==> src/rtl/pipeline_pkg.sv <==
// Shared definitions for the pipeline controller.
//   state_e          : FSM state encoding. The low two bits are what o_state
//                      reports. HALTED uses the third bit, so it reads as 0 on
//                      o_state and is flagged by o_halted.
//   DRAIN_CYCLES_DEF : default number of cycles for a halt to move from ID to WB.
package pipeline_pkg;

  typedef enum logic [2:0] {
    ST_IDLE   = 3'd0,
    ST_RUN    = 3'd1,
    ST_STEP   = 3'd2,
    ST_DRAIN  = 3'd3,
    ST_HALTED = 3'd4
  } state_e;

  localparam int unsigned DRAIN_CYCLES_DEF = 32'd3;

endpackage

==> src/rtl/pipeline_ctrl.sv <==
// Run/step/halt controller for a five-stage pipeline.
// Converts debug commands and hazard-unit requests into the stage enables and
// flushes, and counts the cycles in which the pipeline advances.
//   i_clk, i_rst           : clock and asynchronous active-high reset
//   i_run, i_step, i_stop  : command pulses (free-run, single step, pause)
//   i_halt_id              : a halt instruction is in ID
//   i_hazard_stall/_flush  : load-use stall and branch/jump flush requests
//   o_pc_en, o_if_id_en    : front-end write enables
//   o_if_id_flush          : IF/ID bubble
//   o_id_ex_flush          : ID/EX bubble (control zeroed)
//   o_back_en              : ID/EX, EX/MEM and MEM/WB write enable
//   o_state, o_halted      : visible state (HALTED reads as 0 with o_halted=1)
//   o_cycle_cnt            : number of advancing cycles, wraps modulo 2^CNT_W
module pipeline_ctrl
  import pipeline_pkg::*;
#(
  parameter int unsigned DRAIN_CYCLES = DRAIN_CYCLES_DEF,
  parameter int unsigned CNT_W        = 32
) (
  input  logic             i_clk,
  input  logic             i_rst,
  input  logic             i_run,
  input  logic             i_step,
  input  logic             i_stop,
  input  logic             i_halt_id,
  input  logic             i_hazard_stall,
  input  logic             i_hazard_flush,
  output logic             o_pc_en,
  output logic             o_if_id_en,
  output logic             o_if_id_flush,
  output logic             o_id_ex_flush,
  output logic             o_back_en,
  output logic [1:0]       o_state,
  output logic             o_halted,
  output logic [CNT_W-1:0] o_cycle_cnt
);

  localparam int unsigned DCNT_W = (DRAIN_CYCLES < 32'd2) ? 32'd1 : $clog2(DRAIN_CYCLES + 32'd1);
  localparam logic [DCNT_W-1:0] DRAIN_LOAD = DCNT_W'(DRAIN_CYCLES);

  state_e             state_q, state_d;
  logic [DCNT_W-1:0]  drain_q, drain_d;
  logic [CNT_W-1:0]   cnt_q, cnt_d;
  logic               adv_s;

  // The pipeline moves in every state except IDLE and HALTED.
  assign adv_s = (state_q == ST_RUN) || (state_q == ST_STEP) || (state_q == ST_DRAIN);

  // Next-state and drain-counter logic.
  always_comb begin
    state_d = state_q;
    drain_d = drain_q;
    case (state_q)
      ST_IDLE: begin
        if (i_stop) begin
          state_d = ST_IDLE;
        end else if (i_step) begin
          state_d = ST_STEP;
        end else if (i_run) begin
          state_d = ST_RUN;
        end else begin
          state_d = ST_IDLE;
        end
      end
      ST_RUN: begin
        if (i_halt_id) begin
          state_d = ST_DRAIN;
          drain_d = DRAIN_LOAD;
        end else if (i_stop) begin
          state_d = ST_IDLE;
        end else begin
          state_d = ST_RUN;
        end
      end
      ST_STEP: begin
        if (i_halt_id) begin
          state_d = ST_DRAIN;
          drain_d = DRAIN_LOAD;
        end else begin
          state_d = ST_IDLE;
        end
      end
      ST_DRAIN: begin
        // The counter holds the drain cycles still to go, this one included.
        if (drain_q <= DCNT_W'(1)) begin
          state_d = ST_HALTED;
          drain_d = '0;
        end else begin
          state_d = ST_DRAIN;
          drain_d = drain_q - DCNT_W'(1);
        end
      end
      ST_HALTED: begin
        state_d = ST_HALTED;
      end
      default: begin
        state_d = ST_IDLE;
        drain_d = '0;
      end
    endcase
  end

  // Advancing-cycle counter.
  always_comb begin
    if (adv_s) begin
      cnt_d = cnt_q + CNT_W'(1);
    end else begin
      cnt_d = cnt_q;
    end
  end

  // State, drain-counter and cycle-counter registers.
  always_ff @(posedge i_clk or posedge i_rst) begin
    if (i_rst) begin
      state_q <= ST_IDLE;
      drain_q <= '0;
      cnt_q   <= '0;
    end else begin
      state_q <= state_d;
      drain_q <= drain_d;
      cnt_q   <= cnt_d;
    end
  end

  // Stage enables and flushes. A stall wins over a flush: the hazard unit
  // re-asserts the flush once the stall has cleared.
  always_comb begin
    o_pc_en       = 1'b0;
    o_if_id_en    = 1'b0;
    o_if_id_flush = 1'b0;
    o_id_ex_flush = 1'b0;
    o_back_en     = 1'b0;
    if (!adv_s) begin
      o_pc_en = 1'b0;
    end else if (state_q == ST_DRAIN) begin
      // Fetch is frozen and bubbles are fed in behind the halt while the
      // halt and older instructions retire.
      o_pc_en       = 1'b0;
      o_if_id_en    = 1'b1;
      o_if_id_flush = 1'b1;
      o_id_ex_flush = 1'b0;
      o_back_en     = 1'b1;
    end else begin
      o_pc_en       = ~i_hazard_stall;
      o_if_id_en    = ~i_hazard_stall;
      o_if_id_flush = i_hazard_flush & ~i_hazard_stall;
      o_id_ex_flush = i_hazard_stall;
      o_back_en     = 1'b1;
    end
  end

  assign o_state     = state_q[1:0];
  assign o_halted    = (state_q == ST_HALTED);
  assign o_cycle_cnt = cnt_q;

endmodule
==> config.mk <==
export PLATFORM = sky130hd
export DESIGN_NAME = pipeline_ctrl
export DESIGN_NICKNAME = d
export VERILOG_FILES = /design/src/rtl/pipeline_pkg.sv /design/src/rtl/pipeline_ctrl.sv
export SDC_FILE = /design/constraint.sdc
export NUM_CORES = 1
export LEC_CHECK = 0
export CAP_MARGIN = 5
export CORE_UTILIZATION = 44
export DETAILED_ROUTE_END_ITERATION = 10
export GPL_TIMING_DRIVEN = 0
export PLACE_DENSITY_LB_ADDON = 0.25
export SETUP_SLACK_MARGIN = 0.05
export SLEW_MARGIN = 20
export SYNTH_ARGS = -nofsm -noshare
export SYNTH_HDL_FRONTEND = slang
export SYNTH_SLANG_ARGS = --single-unit
==> constraint.sdc <==
create_clock -name i_clk -period 1.75 [get_ports i_clk]
set_input_delay 0.4375 -clock i_clk [delete_from_list [all_inputs] [get_ports i_clk]]
set_output_delay 0.4375 -clock i_clk [all_outputs]
set_load 0.005 [all_outputs]
[Word-level counts from Yosys, hierarchy flattened]
Cells that the tools add are included.
Storage, ports and cells
  bits of input ports: 8
  output and inout port bits: 40
  flip-flop bits (word level): 37
Operators by class
  add/sub/neg operators: 2
  magnitude comparators: 1
  mux-type cells: 20
  reduce and logical (&&, ||, !) cells: 6
  bitwise gates (word level): 3
  equality and inequality tests: 5
Operator list (number)
  adder 32 x 1 -> 32 bit (second input constant): 1
  case mux 3 bit (5 select lines): 1
  2-to-1 mux 2 bit: 6
  2-to-1 mux 1 bit: 11
  equality test 3 x 2 -> 1 bit (second input constant): 2
  case mux 2 bit (3 select lines): 1
  OR reduction 2 bit: 2
  equality test 3 x 1 -> 1 bit (second input constant): 1
  equality test 3 bit (second input constant): 1
  logical NOT 3 bit: 1
  2-to-1 mux 3 bit: 1
  <= comparator 2 x 1 -> 1 bit (second input constant): 1
  logical OR 1 bit: 2
  inequality test 2 x 1 -> 1 bit (second input constant): 1
  inverter 1 bit: 2
  AND reduction 2 bit: 1
  subtractor 2 x 1 -> 2 bit (second input constant): 1
  bitwise AND 1 bit: 1

[Longest topological paths before layout]
  word-level depth: 4
  gate-level depth with buffers: 6
  mapped depth without buffers: 5

[Worst setup path after synthesis]
OpenSTA, ideal clock, no wires.
  path type: register to output
  start: reg state_q[1]
  end: out o_if_id_flush
  setup slack: 216 ps
  arrival: 1096 ps
  cell stages (with the launch flop): 4
  path buffers: 1
  path through: dfrtp_1 -> clkbuf_1 -> maj3_1 -> nor2b_1
Between the ends
  longest elaborated chain between the ends: 4
  elaborated cells between the ends (all ways): 7
RTL lines
  from (decl): RTL line pipeline_ctrl.sv:41  | state_e state_q, state_d;
  from (signal assigned): RTL line pipeline_ctrl.sv:119  | state_q <= state_d;
  equality test 3 x 1 -> 1 bit or equality test 3 x 2 -> 1 bit (tied branches): RTL line pipeline_ctrl.sv:47  | assign adv_s = (state_q == ST_RUN) || (state_q == ST_STEP) || (state_q == ST_DRAIN);
  logical OR 1 bit (2 in series): RTL line pipeline_ctrl.sv:47
  2-to-1 mux 1 bit *: RTL line pipeline_ctrl.sv:133  | if (!adv_s) begin
  to (decl): RTL line pipeline_ctrl.sv:30  | output logic o_if_id_flush,
Mark *: on every way between the ends. The rest lies on a longest branch, timed or not.

[Worst setup path in the final report]
  start: reg state_q[0]
  end: out o_if_id_flush
Same word-level chain as after synthesis.

==> metrics.md <==
| Metric | Value |
|---|---|
| Final Util | `70.5%` |
| Worst Path Max Fanout | `6` |
| DP Cell Count | `around 280` |
| Starting Density | `between 40% and 50%` |
| Vias per std cell | `5.15` |
| Ys Warns | `0` |
| Origin of the worst setup path | `state_q[0]` |
| WP data required | `~1300 ps` |
| Diode count | `0` |
| Placed Area | `2380 um^2` |
| HP Class | `reg2reg` |
| H-tree levels | `2` |
| Vias in the first global route | `about 1.5k` |
| Clock Tree Buf Depth | `2` |
| Hold Slack | `481 ps` |
| Pre-CTS WS | `-626 ps` |
| Path depth of the worst reg2reg path | `6` |
| Port bufs | `47` |
| RR Startpoint | `o_cycle_cnt[0]` |
| Share of layout cells above drive strength 1 | `roughly 33%` |
| Arrival @ worst endpoint | `roughly 1400 ps` |
| Largest net degree at the start of global routing | `38` |
| First-pass GRT wire length | `6600 um` |
| Avg WL per Cell | `13.9 um` |
| TritonCTS Buffers | `5` |
| Clk_skew | `6.20 ps` |
| Count leader, synth | `dfrtp_1` |
| Nets | `around 280` |
| Syn nets | `187` |
| Io pins | `48` |
| Fill count | `314` |
| Crit. End Element | `output pin` |
| WL final | `4450 um` |
| Commonest cells post-synth | `37 x dfrtp_1, 27 x xnor2_1, 19 x nand4_1` |
| Design area | `2840 um^2` |
| Slew Limit Headroom | `50.5%` |
| Synth unique cells | `33` |
| Synth top area cells | `dfrtp_1 50%, xnor2_1 13%, nand4_1 6.4%` |
| Cells after Synth | `178` |
| CTS tree | `built` |
| Layout area overhead | `53.4%` |
| Die H | `66.9 um` |
| Async SR Flop Fraction | `100%` |
| Post-synthesis register bit count | `37` |
| Fmax achieved | `549 MHz` |
| Clock transition at path regs | `approximately 80 ps` |
| RSZ-0062 raised after global routing | `true` |
| Top-area cell type share of the netlist area | `50.0%` |
| Failing checks | `negative setup slack` |
| Worst-margin pin slew | `742 ps` |
| Max-Cap Viols | `0` |
| Setup ws final | `-71.2 ps` |
| Total power draw | `roughly 3.4 mW` |
| Post-layout min period | `1820 ps` |
| DR pass1 iterations | `4` |
| GRT Resource Usage Total | `20.0%` |
| Setup CP Type | `reg2out` |
| Hold_sp | `o_cycle_cnt[31]` |
| Post-DP HPWL | `2630 um` |
| Final Hold Fails | `0` |
| Grt ovf | `0` |
| # rows | `23` |
| CTS root buf | `clkbuf_8` |
| Post-synth EDFFs | `0` |
| Finished Layout Cells | `320` |
| Min-Delay Path Depth | `1` |
| Post-synth top area cell | `dfrtp_1` |
| GP Congestion | `around 0.81` |
| Final period util | `104%` |
| Die width | `66.9 um` |
| Most used DFF post-synth | `dfrtp_1` |
| Max-slew violations | `0` |
| Die area | `approximately 4500 um^2` |
| Status | `finished with violations` |
| Clock sinks | `37` |
| Critical Path Start Type | `register` |
| Avg Inst Size Synth | `10.4 um^2` |
| Clk_lat worst skew | `290 ps` |
| Leakage | `roughly 1.3 nW` |
| Cell Area, Synth | `approximately 1900 um^2` |
| DRT iter0 DRCs | `55` |
| Initial antenna violation count | `0` |
| Setup violators final | `4` |
| Core outline area | `4030 um^2` |
| Cell area power density | `1210 nW/um^2` |
| Via count | `about 1.6k` |
| Setup TNS | `-165 ps` |
| Sequential share of the synthesized area | `50.0%` |
| Post-route ant nets | `0` |
| DR DRC count | `0` |
| Max VDD drop | `0.930 mV` |
-- flip-flops by register name, summed over array words and instances, names as in the netlist --
register	count
o_cycle_cnt	32
state_q	3
drain_q	2
-- per-layer routing --
| metal | track usage (%) | part of all wire (%) | vias up |
|---|---|---|---|
| li1 | - | - | 811 |
| met1 | 25.0 | 45 | 786 |
| met2 | 33.6 | 48 | 40 |
| met3 | 5.14 | 3.7 | 11 |
| met4 | 6.38 | 2.5 | 0 |
| met5 | 0 | 0 | - |
-- report_power, final --
group / internal [mW] / switching (mW)
Combinational: 0.898 / 0.696
Clock: 0.356 / 0.305
Sequential: 1.01 / 0.159
-- final timing paths --
check / endpoint / slack (ps)
min reg2reg: o_cycle_cnt[31] / 480
min in group asynchronous: state_q[1] / 590
max reg2reg: o_cycle_cnt[10] / 60
min: o_cycle_cnt[31] / 480
max: o_if_id_flush / -70
max in group asynchronous: state_q[0] / 630
-- cells by family after synthesis --
| logic type | share of synthesized area, % |
|---|---|
| simple gates | 22.6 |
| flops | 50.0 |
| xor+xnor | 15.1 |
| buf+inv | 4.53 |
| compound gates | 5.88 |
| fa+ha+maj | 1.22 |
| mux | 0.608 |
-- layout make-up --
cell class,count,area (um^2),area share [%]
buffer,8,76.3,2.69
clock buffer,7,96.3,3.39
clock inverter,1,5.00,0.176
inverter,10,37.5,1.32
multi-input combinational,123,901,31.7
sequential,37,940,33.1
tap,50,62.6,2.20
timing repair buffer,84,721,25.4
-- layout by cell type, fill, tap and decap left out, types with 2 or more instances in the layout --
master / count
buf_6: 2
nand4_1: 19
a21oi_1: 7
inv_2: 4
inv_1: 6
nand3_1: 8
buf_2: 7
dfrtp_2: 11
nor4_4: 3
clkdlybuf4s50_1: 36
and3_1: 7
o22ai_1: 2
buf_8: 2
nand2_1: 13
and4_1: 2
xor2_1: 5
xnor2_1: 26
buf_4: 38
clkbuf_8: 7
nor4_1: 2
nor3_1: 4
nor2_1: 5
or2_2: 2
dlygate4sd2_1: 5
dfrtp_1: 26
-- worst max-delay path, cell delays in order, from the launching register on --
cell and delay, ps:
dfrtp_2 420, buf_8 140, maj3_2 290, nor2b_1 120, buf_2 120
-- timing repair --
item	in CTS	in global routing
resized for setup	52	14
pin swaps	3	9
cloned	0	1
setup buffers	17	19
hold buffers	0	0
setup endpoints to repair	18	43
Note: power is estimated with default switching activity, not from simulation.
